===== config.mk =====
export PLATFORM = sky130hd
export DESIGN_NAME = gpio_sig_monitor
export DESIGN_NICKNAME = d
export VERILOG_FILES = /design/src/rtl/gpio_mon_pkg.sv /design/src/rtl/gpio_sig_match.sv /design/src/rtl/gpio_sig_monitor.sv
export SDC_FILE = /design/constraint.sdc
export NUM_CORES = 1
export LEC_CHECK = 0
export BUFFER_PORTS_ARGS = -buffer_cell sky130_fd_sc_hd__clkbuf_2
export CAP_MARGIN = 15
export CORE_AREA = 3 3 215 217
export CTS_CLUSTER_DIAMETER = 80
export DETAILED_ROUTE_END_ITERATION = 7
export DIE_AREA = 0 0 218 220
export GPL_ROUTABILITY_DRIVEN = 1
export PLACE_DENSITY = 0.5
export RECOVER_POWER = 25
export SYNTH_ARGS = -nofsm -noshare
export SYNTH_HDL_FRONTEND = slang
export SYNTH_HIERARCHICAL = 1
export SYNTH_SLANG_ARGS = --single-unit

===== constraint.sdc =====
create_clock -name HCLK -period 3 [get_ports HCLK]
set_input_delay 0.45 -clock HCLK [delete_from_list [all_inputs] [get_ports HCLK]]
set_output_delay 0.45 -clock HCLK [all_outputs]
set_load 0.1 [all_outputs]

===== src/rtl/gpio_mon_pkg.sv =====
// Shared types and the per-slice signature compare for the GPIO signature monitor.
package gpio_mon_pkg;

    // Widest channel slice the shared compare function accepts.
    localparam int unsigned SIG_MAX_W = 1024;

    typedef enum logic [1:0] {
        ST_IDLE = 2'd0,
        ST_RUN  = 2'd1,
        ST_HOLD = 2'd2,
        ST_DONE = 2'd3
    } mon_state_e;

    // Masked compare of one channel slice; narrower slices are zero-extended by the caller,
    // and zero mask bits in the padding compare as don't-care.
    function automatic logic slice_match(
        input logic [SIG_MAX_W-1:0] val,
        input logic [SIG_MAX_W-1:0] oe,
        input logic [SIG_MAX_W-1:0] sig,
        input logic [SIG_MAX_W-1:0] mask,
        input logic                 req_oe
    );
        logic val_ok;
        logic oe_ok;
        val_ok = (((val ^ sig) & mask) == '0);
        oe_ok  = ((oe | ~mask) == '1);
        return val_ok && (!req_oe || oe_ok);
    endfunction

endpackage


===== src/rtl/gpio_sig_match.sv =====
// Single-channel masked signature compare (combinational).
module gpio_sig_match
    import gpio_mon_pkg::*;
#(
    parameter int unsigned W      = 32,
    parameter int unsigned REQ_OE = 0
) (
    input  logic [W-1:0] val,
    input  logic [W-1:0] oe,
    input  logic [W-1:0] sig,
    input  logic [W-1:0] mask,
    output logic         hit_c
);

    // Channel matches when every masked bit agrees (and is driven, if OE is required).
    always_comb begin
        hit_c = slice_match(SIG_MAX_W'(val), SIG_MAX_W'(oe), SIG_MAX_W'(sig),
                            SIG_MAX_W'(mask), (REQ_OE != 0));
    end

endmodule


===== src/rtl/gpio_sig_monitor.sv =====
// Watches GPIO outputs for a pass or fail signature after an arm pulse and
// reports a sticky pass / fail / timeout verdict.
module gpio_sig_monitor
    import gpio_mon_pkg::*;
#(
    parameter int unsigned NCH    = 3,
    parameter int unsigned W      = 32,
    parameter int unsigned HOLD   = 10,
    parameter int unsigned TMO_W  = 32,
    parameter int unsigned REQ_OE = 0
) (
    input  logic               HCLK,
    input  logic               HRESETn,
    input  logic               start,
    input  logic [TMO_W-1:0]   tmo_limit,
    input  logic [NCH*W-1:0]   pass_sig,
    input  logic [NCH*W-1:0]   fail_sig,
    input  logic [NCH*W-1:0]   sig_mask,
    input  logic [NCH*W-1:0]   gpio_out,
    input  logic [NCH*W-1:0]   gpio_oe,
    output logic               busy,
    output logic               done,
    output logic               pass,
    output logic               fail,
    output logic               timeout,
    output logic [TMO_W-1:0]   cycles,
    output logic [NCH-1:0]     match_vec
);

    localparam int unsigned HOLD_W = $clog2(HOLD + 1);

    logic [NCH-1:0]    pass_vec_c;
    logic [NCH-1:0]    fail_vec_c;
    logic              pass_hit_q;
    logic              fail_hit_q;

    mon_state_e        state_q;
    mon_state_e        state_d;
    logic [HOLD_W-1:0] cnt_q;
    logic [HOLD_W-1:0] cnt_d;
    logic [HOLD_W-1:0] cnt_inc;
    logic [TMO_W-1:0]  cycles_d;
    logic              pass_d;
    logic              fail_d;
    logic              tmo_d;
    logic              tmo_hit;
    logic              finish;

    // Per-channel pass and fail comparators.
    for (genvar c = 0; c < NCH; c++) begin : g_ch
        gpio_sig_match #(.W(W), .REQ_OE(REQ_OE)) u_pass (
            .val   (gpio_out[c*W +: W]),
            .oe    (gpio_oe[c*W +: W]),
            .sig   (pass_sig[c*W +: W]),
            .mask  (sig_mask[c*W +: W]),
            .hit_c (pass_vec_c[c])
        );
        gpio_sig_match #(.W(W), .REQ_OE(REQ_OE)) u_fail (
            .val   (gpio_out[c*W +: W]),
            .oe    (gpio_oe[c*W +: W]),
            .sig   (fail_sig[c*W +: W]),
            .mask  (sig_mask[c*W +: W]),
            .hit_c (fail_vec_c[c])
        );
    end

    // Register the all-channel hits; the FSM only ever looks at these.
    always_ff @(posedge HCLK or negedge HRESETn) begin
        if (!HRESETn) begin
            pass_hit_q <= 1'b0;
            fail_hit_q <= 1'b0;
            match_vec  <= '0;
        end else begin
            pass_hit_q <= &pass_vec_c;
            fail_hit_q <= &fail_vec_c;
            match_vec  <= pass_vec_c;
        end
    end

    // Timeout fires on the last permitted cycle; a zero limit disables it.
    always_comb begin
        tmo_hit = (tmo_limit != '0) && (cycles == (tmo_limit - TMO_W'(1)));
    end

    // Next state, hold count, cycle count and verdict; start > fail > pass > timeout.
    always_comb begin
        state_d  = state_q;
        cnt_d    = cnt_q;
        cycles_d = cycles;
        pass_d   = pass;
        fail_d   = fail;
        tmo_d    = timeout;
        finish   = 1'b0;
        cnt_inc  = cnt_q + HOLD_W'(1);
        if (start) begin
            state_d  = ST_RUN;
            cnt_d    = '0;
            cycles_d = '0;
            pass_d   = 1'b0;
            fail_d   = 1'b0;
            tmo_d    = 1'b0;
        end else if ((state_q == ST_RUN) || (state_q == ST_HOLD)) begin
            if (fail_hit_q) begin
                state_d = ST_DONE;
                fail_d  = 1'b1;
                finish  = 1'b1;
            end else if (pass_hit_q) begin
                if (cnt_inc == HOLD_W'(HOLD)) begin
                    state_d = ST_DONE;
                    pass_d  = 1'b1;
                    finish  = 1'b1;
                end else begin
                    state_d = ST_HOLD;
                    cnt_d   = cnt_inc;
                end
            end else begin
                state_d = ST_RUN;
                cnt_d   = '0;
            end
            if (!finish && tmo_hit) begin
                state_d = ST_DONE;
                tmo_d   = 1'b1;
                finish  = 1'b1;
            end
            if (!finish && (cycles != '1)) begin
                cycles_d = cycles + TMO_W'(1);
            end
        end
    end

    // State, counters and registered status outputs.
    always_ff @(posedge HCLK or negedge HRESETn) begin
        if (!HRESETn) begin
            state_q <= ST_IDLE;
            cnt_q   <= '0;
            cycles  <= '0;
            pass    <= 1'b0;
            fail    <= 1'b0;
            timeout <= 1'b0;
            busy    <= 1'b0;
            done    <= 1'b0;
        end else begin
            state_q <= state_d;
            cnt_q   <= cnt_d;
            cycles  <= cycles_d;
            pass    <= pass_d;
            fail    <= fail_d;
            timeout <= tmo_d;
            busy    <= (state_d == ST_RUN) || (state_d == ST_HOLD);
            done    <= (state_d == ST_DONE);
        end
    end

endmodule


==> results of run 1 <==
repair_timing:
item / CTS / global route
resized for setup: 38 / 35
cloned: 3 / 0
pin swaps: 22 / 15
setup endpoints to repair: 37 / 37
hold endpoints to repair: 0 / 0
setup buffers: 7 / 4
Yosys cell counts, drive strengths merged (3+ instances only):
cell type	count	share of area
inv	11	0.0063
xor2	212	0.28
or4	17	0.020
mux2	21	0.038
nor4b	3	0.0040
a2111oi	5	0.0067
nor2	47	0.027
nor4	31	0.036
a22oi	97	0.11
and2	3	0.0029
nor2b	20	0.019
buf	9	0.0097
and4	4	0.0053
and3	10	0.0095
nand4	39	0.037
nand3b	4	0.0046
nand2	27	0.015
nor3	16	0.012
o31ai	9	0.010
a21boi	3	0.0034
a211oi	6	0.0069
or3	12	0.011
nand3	20	0.015
clkbuf	17	0.0097
a311oi	3	0.0040
nor3b	3	0.0034
a21oi	17	0.013
nand2b	8	0.0076
ha	6	0.011
xnor2	20	0.027
dfrtp	48	0.18
o21ai	14	0.011
a31oi	5	0.0048
worst reg2reg max path, delay by kind of cell, from the launching register on:
family,cells,cell delay [ns]
buffers and inverters,3,0.59
muxes,1,0.29
and+or+nand+nor,6,1.29
DFF,1,0.39
AOI/OAI and AO/OA,1,0.17
power by group through the flow:
stage / Combinational, W / Clock [W] / Sequential (W)
floorplan: 0.000379 / 0 / 0.000692
global placement: 0.000984 / 0 / 0.000669
detailed placement: 0.000991 / 0 / 0.000669
CTS: 0.00100 / 0.000790 / 0.000656
global route: 0.00110 / 0.000823 / 0.000657
finish: 0.00101 / 0.000774 / 0.000656
logic make-up (layout without fill, tap and decap cells):
kind of cell / Yosys count / count (layout) / share of synthesized area
other cells: 0 / 24 / 0
simple gates: 269 / 269 / 0.239
fa+ha+maj: 6 / 6 / 0.0115
buf+inv: 37 / 602 / 0.0258
xor+xnor: 232 / 232 / 0.310
flops: 48 / 48 / 0.183
mux: 21 / 21 / 0.0384
compound gates: 175 / 175 / 0.193
per-layer routing:
| metal | share of wire | vias up | global-route usage |
|---|---|---|---|
| met4 | 0.037 | 22 | 0.0928 |
| met2 | 0.44 | 507 | 0.284 |
| li1 | - | 4132 | - |
| met5 | 0.0026 | - | 0 |
| met1 | 0.42 | 4284 | 0.242 |
| met3 | 0.11 | 83 | 0.0652 |
worst min path at each step:
stage | end | slack, ns | depth (start not counted)
2_1_floorplan | busy | 0.15 | 0
3_3_place_gp | pass | 0.50 | 2
3_5_place_dp | pass | 0.51 | 2
4_1_cts | cycles[6] | 0.30 | 1
5_1_grt | match_vec[1] | 0.50 | 4
6_report | match_vec[1] | 0.48 | 4
stage by stage:
stage | cells | hold slack [ns] | setup slack [ns] | instance area [sq um] | setup TNS, ns
floorplan | 788 | 0.154 | -0.618 | 6710 | -15.74
global placement | 1927 | 0.496 | -0.940 | 10600 | -30.24
detailed placement | 1927 | 0.507 | -0.939 | 10600 | -30.12
CTS | 1945 | 0.298 | -0.397 | 11100 | -12.33
global route | 1961 | 0.502 | -0.547 | 11300 | -16.50
finish | 1969 | 0.484 | -0.503 | 11300 | -14.80
flip-flops by register name (all words and copies together), names as in the netlist:
name	cells
cycles	32
cnt_q	4
match_vec	3
state_q	2
busy	1
done	1
fail	1
fail_hit_q	1
pass	1
pass_hit_q	1
timeout	1
cell type report:
type	count	area share
Antenna cell	24	0.00532
Clock buffer	5	0.0111
Clock inverter	3	0.00610
Inverter	11	0.00521
Multi-Input combinational cell	703	0.500
Sequential cell	48	0.107
Tap cell	592	0.0656
Timing Repair Buffer	583	0.300
==> results by group, run 1 <==
Clock network
  • H-tree depth: 2
  • Max Buffers Root-to-Sink: 2
  • Worst-Skew Late Latency: 0.30 ns
  • CTS buffer count: 5
  • Clock tree sinks: 48
  • CTS tree: yes
  • Clock transition at path regs: 0.08 ns
  • Root buffer cell: clkbuf_16
  • Hold_buf cts: 0

Min path
  • Hold Path Class: input pin to flip-flop
  • Hold Path Origin: sig_mask[34]

Timing
  • Clk_skew: 0.00958 ns
  • Minimum clock period: 3.50 ns
  • Final hold viol count: 0
  • RSZ-0062 raised after global routing: yes
  • Worst slew pin tran: 2.07 ns
  • Worst rel slew slack: -0.381
  • Maximum clock frequency: 0.285 GHz
  • Final WS setup: -0.503 ns
  • Max Slew Vio Count: 35
  • Final Setup Violations: 37
  • Final Cycle Share: 1.17

Worst setup path
  • CP Launch Point: tmo_limit[1]
  • Critical-path top delay cell: or4_4
  • R2r worst-path depth: 11
  • CP peak stage delay: 0.52 ns
  • Crit end category: flip-flop
  • Critical path buffer and inverter count: 5
  • CP endpoint: cycles[12]
  • Flop2flop setup slack: 0.15 ns
  • Logic depth of the worst path, buffers included: 14
  • Arr. time, crit path: 3.70 ns
  • Crit path cell chain: clkbuf_16, inv_12, ha_4, or4b_4, or4_4, or4_4, a311oi_4, nor3_4, nor4_4, buf_6, buf_12, buf_12, nor4_4, mux2_4
  • CP top delay family: simple AND/OR/NAND/NOR gates
  • RR Endpoint: cycles[8]
  • Crit path kind: input pin to flip-flop
  • Crit Path Max Fanout: 8
  • CP required: 3.19 ns
  • R2r startpoint: cycles[17]
  • Crit start category: input pin

Detailed routing
  • Pre-antenna DRT Iters: 6
  • DRC violation count after routing: 0
  • WL per Instance: 24.4 um
  • Final WL: 48.0 mm
  • Post-route ant nets: 0
  • Vias: 9028
  • Routed vias/inst: 4.59
  • DRT iter0 DRCs: 810

Synthesis
  • Post-synthesis sequential area ratio: 0.183
  • Seq cells post-synth: 48
  • Synth unique cells: 60
  • Synth warn: 6
  • Most used DFF post-synth: dfrtp_1
  • Async SR Flop Fraction: 1.00
  • Net Count, Synth: 1309
  • Post-synthesis cell area: 0.00656 sq mm
  • Cells after synthesis: 788
  • Syn avg cell area: 8.32 sq um
  • Post-synth EDFFs: 0

Floorplan
  • Core Footprint: 0.0443 sq mm
  • Die height: 220 um
  • Initial Util: 0.148
  • I/O Pins: 555
  • Die Area: 0.0480 sq mm
  • Row count: 77
  • Die X: 218 um

Global route
  • First-pass GRT wire length: 64.5 mm
  • Number of global-route vias before repair: 8994
  • Initial antenna violation count: 59
  • GR Overflow Total: 0
  • Largest net degree at the start of global routing: 61
  • GRT Overall Usage: 0.190

Flow run
  • MaxCap Viol Count: 1

Finish
  • Register Area: 0.00121 sq mm
  • Layout area overhead: 72.2%
  • Share of layout cells above drive strength 1: 0.500
  • Most common cell after layout, fill and taps aside: clkbuf_2
  • Fillcell total: 4962
  • Commonest cells after routing, fill and taps aside: 455 x clkbuf_2, 212 x xor2_1, 113 x buf_4, 97 x a22oi_1, 47 x nor2_1
  • Area of the multi-input gates: 0.00564 sq mm
  • Final core occ: 0.255
  • Final net count: 1873

Power and ir drop
  • Leak: 5.26 nW
  • Worst IR Drop VDD: 0.000176 V
  • Switching Share: 0.338
  • P_sw: 0.000825 W
  • Power Total: 0.00244 W
  • P_int: 0.00162 W
  • PD cells: 216 mW/mm^2
  • Clock power frac: 0.317
  • Logic pwr share: 0.415
  • Sequential Power Share: 0.268

Placement
  • Routability-driven placement congestion ratio: 0.976
  • DP HPWL: 42.9 mm
  • Number of I/O port buffers: 458

Status
  • Failing checks: max-capacitance violations, max-slew violations, negative setup slack
  • Outcome: finished with violations
(Power assumes the default switching activity.)
==> run 2: changes to the inputs <==
--- a/config.mk
+++ b/config.mk
@@ -12,7 +12,7 @@
 export DETAILED_ROUTE_END_ITERATION = 7
 export DIE_AREA = 0 0 218 220
 export GPL_ROUTABILITY_DRIVEN = 1
-export PLACE_DENSITY = 0.5
+export PLACE_DENSITY = 0.49
 export RECOVER_POWER = 25
 export SYNTH_ARGS = -nofsm -noshare
 export SYNTH_HDL_FRONTEND = slang
==> constraint.sdc (replaced) <==
create_clock -name HCLK -period 4.2 [get_ports HCLK]
set_input_delay 0.63 -clock HCLK [delete_from_list [all_inputs] [get_ports HCLK]]
set_output_delay 0.63 -clock HCLK [all_outputs]
set_load 0.1 [all_outputs]
==> run 2 against run 1 <==
Net effect: the run ends with max-capacitance violations, max-slew violations left; first-iteration DRC count shrank 35%; worst setup slack gained 0.88 ns; via count shrank 6.3%; sequential share of layout area grew 1.4 points; die area is the same; hold slack gained 0.032 ns; combinational power shrank 33%; critical endpoint is now cycles[20]; largest cell class unchanged.
==> results by group, run 2 (synthesis results as in run 1) <==
Finish
  • Biggest register: cycles
  • Top flop regs: cycles (32), cnt_q (4), match_vec (3)
  • Share of layout cells above drive strength 1: 0.412
  • Max reg flops: 32
  • Layout area overhead: 50.8%
  • Final core occ: 0.223
  • Most common cell after layout, fill and taps aside: clkbuf_2
  • Commonest cells after routing, fill and taps aside: 458 x clkbuf_2, 212 x xor2_1, 97 x a22oi_1, 48 x dfrtp_1, 47 x nor2_1
  • Final net count: 1773

Clock network
  • Clock tree sinks: 48
  • Setup Buffers After CTS: 0
  • CTS tree: yes
  • Clock transition at path regs: 0.07 ns
  • Root buffer cell: clkbuf_16
  • Hold_buf cts: 0
  • Worst-Skew Late Latency: 0.30 ns
  • Max Buffers Root-to-Sink: 2
  • H-tree depth: 2
  • Post-cts sizing count: 0
  • CTS buffer count: 5

Detailed routing
  • WL met1: 17.5 mm
  • Vias: 8457
  • Final WL: 45.6 mm
  • Post-route ant nets: 0
  • DRT iter0 DRCs: 528
  • Pre-antenna DRT Iters: 5
  • Met3 wire len: 5.73 mm
  • Routed vias/inst: 4.52
  • DRC violation count after routing: 0
  • Wire length on met2: 20.7 mm
  • Top layer reached by signal wires: met5
  • WL per Instance: 24.4 um

Timing
  • Hold Worst Slack: 0.517 ns
  • Setup TNS: 0 ns
  • Final WS setup: 0.380 ns
  • Worst rel slew slack: -0.979
  • Max Slew Vio Count: 49
  • Final Cycle Share: 0.910
  • Final Setup Violations: 0
  • Clk_skew: 0.0139 ns
  • Final hold viol count: 0
  • Worst slew pin tran: 2.97 ns
  • Maximum clock frequency: 0.262 GHz
  • Minimum clock period: 3.82 ns
  • RSZ-0062 raised after global routing: no

Min path
  • Hold-critical path depth: 2
  • Hold Path Class: flip-flop to flip-flop

Global route
  • Largest net degree at the start of global routing: 61
  • GRT Overall Usage: 0.181
  • Number of global-route vias before repair: 8229
  • First-pass GRT wire length: 61.1 mm
  • Initial antenna violation count: 51
  • GR Overflow Total: 0

Power and ir drop
  • Leak: 4.64 nW
  • Worst IR Drop VDD: 0.000117 V
  • PD cells: 160 mW/mm^2
  • Power Total: 0.00158 W

Worst setup path
  • Crit path kind: input pin to flip-flop
  • Crit path top cell by count: buf_4
  • Crit start category: input pin
  • Crit end category: flip-flop
  • CP required: 4.42 ns
  • Crit path cell chain: clkbuf_2, inv_1, ha_1, or4b_4, or4_4, o31a_1, o211a_1, nor3_1, nor4_4, buf_4, buf_4, buf_4, or4_1, a21oi_1
  • CP peak stage delay: 0.52 ns
  • R2r worst-path depth: 9
  • Arr. time, crit path: 4.04 ns
  • Crit Path Max Fanout: 12
  • Critical-path top delay cell: or4_4

Placement
  • Place WS: 0.0946 ns
  • DP HPWL: 41.5 mm
  • Routability-driven placement congestion ratio: 0.933
  • Number of I/O port buffers: 458

Status
  • Outcome: finished with violations
  • Failing checks: max-capacitance violations, max-slew violations

Floorplan
  • Row count: 77
  • Core Footprint: 0.0443 sq mm
  • Die X: 218 um
  • Die height: 220 um
  • Initial Util: 0.148
  • I/O Pins: 555
  • Die Area: 0.0480 sq mm

Flow run
  • MaxCap Viol Count: 1
run 2: stage by stage:
stage,cells,area (sq um)
2_1_floorplan,788,6560
3_3_place_gp,1837,9670
3_5_place_dp,1837,9670
4_1_cts,1845,9820
5_1_grt,1858,9850
6_report,1870,9880
run 2: worst max-delay path, delay by kind of cell:
family	cells	cell delay (ns)
AO/OA/AOI/OAI	3	0.64
adder cells (fa/ha/maj)	1	0.17
AND/OR/NAND/NOR	5	1.90
buffers and inverters	5	0.69
run 2: path summary, 6_finish.rpt:
check | from | to | slack (ns)
worst min register to register | timeout | timeout | 0.52
worst min-delay path | timeout | timeout | 0.52
worst max-delay path | tmo_limit[0] | cycles[20] | 0.38
min in group asynchronous | HRESETn | cycles[7] | 1.39
worst max register to register | cycles[2] | cycles[30] | 1.00
max in group asynchronous | HRESETn | timeout | 1.12
run 2: cell type report:
class                           instances  area (sq um)
Sequential cell                        48          1200
Clock buffer                            6           139
Fill cell                            5012         34400
Tap cell                              592           741
Clock inverter                          2          15.0
Timing Repair Buffer                  483          2490
Multi-Input combinational cell        703          5190
Inverter                               11          41.3
Antenna cell                           25          62.6
run 2: per-layer routing:
| layer | vias up | GRT usage |
|---|---|---|
| met4 | 28 | 0.0737 |
| met2 | 448 | 0.286 |
| met5 | - | 0 |
| li1 | 3930 | - |
| met3 | 74 | 0.0797 |
| met1 | 3977 | 0.214 |
run 2: power by group:
part	leakage, nW	internal [W]	switching [W]
sequential	0.658	0.000464	0.00000586
clock	0.0693	0.000238	0.000195
combinational	3.91	0.000309	0.000367
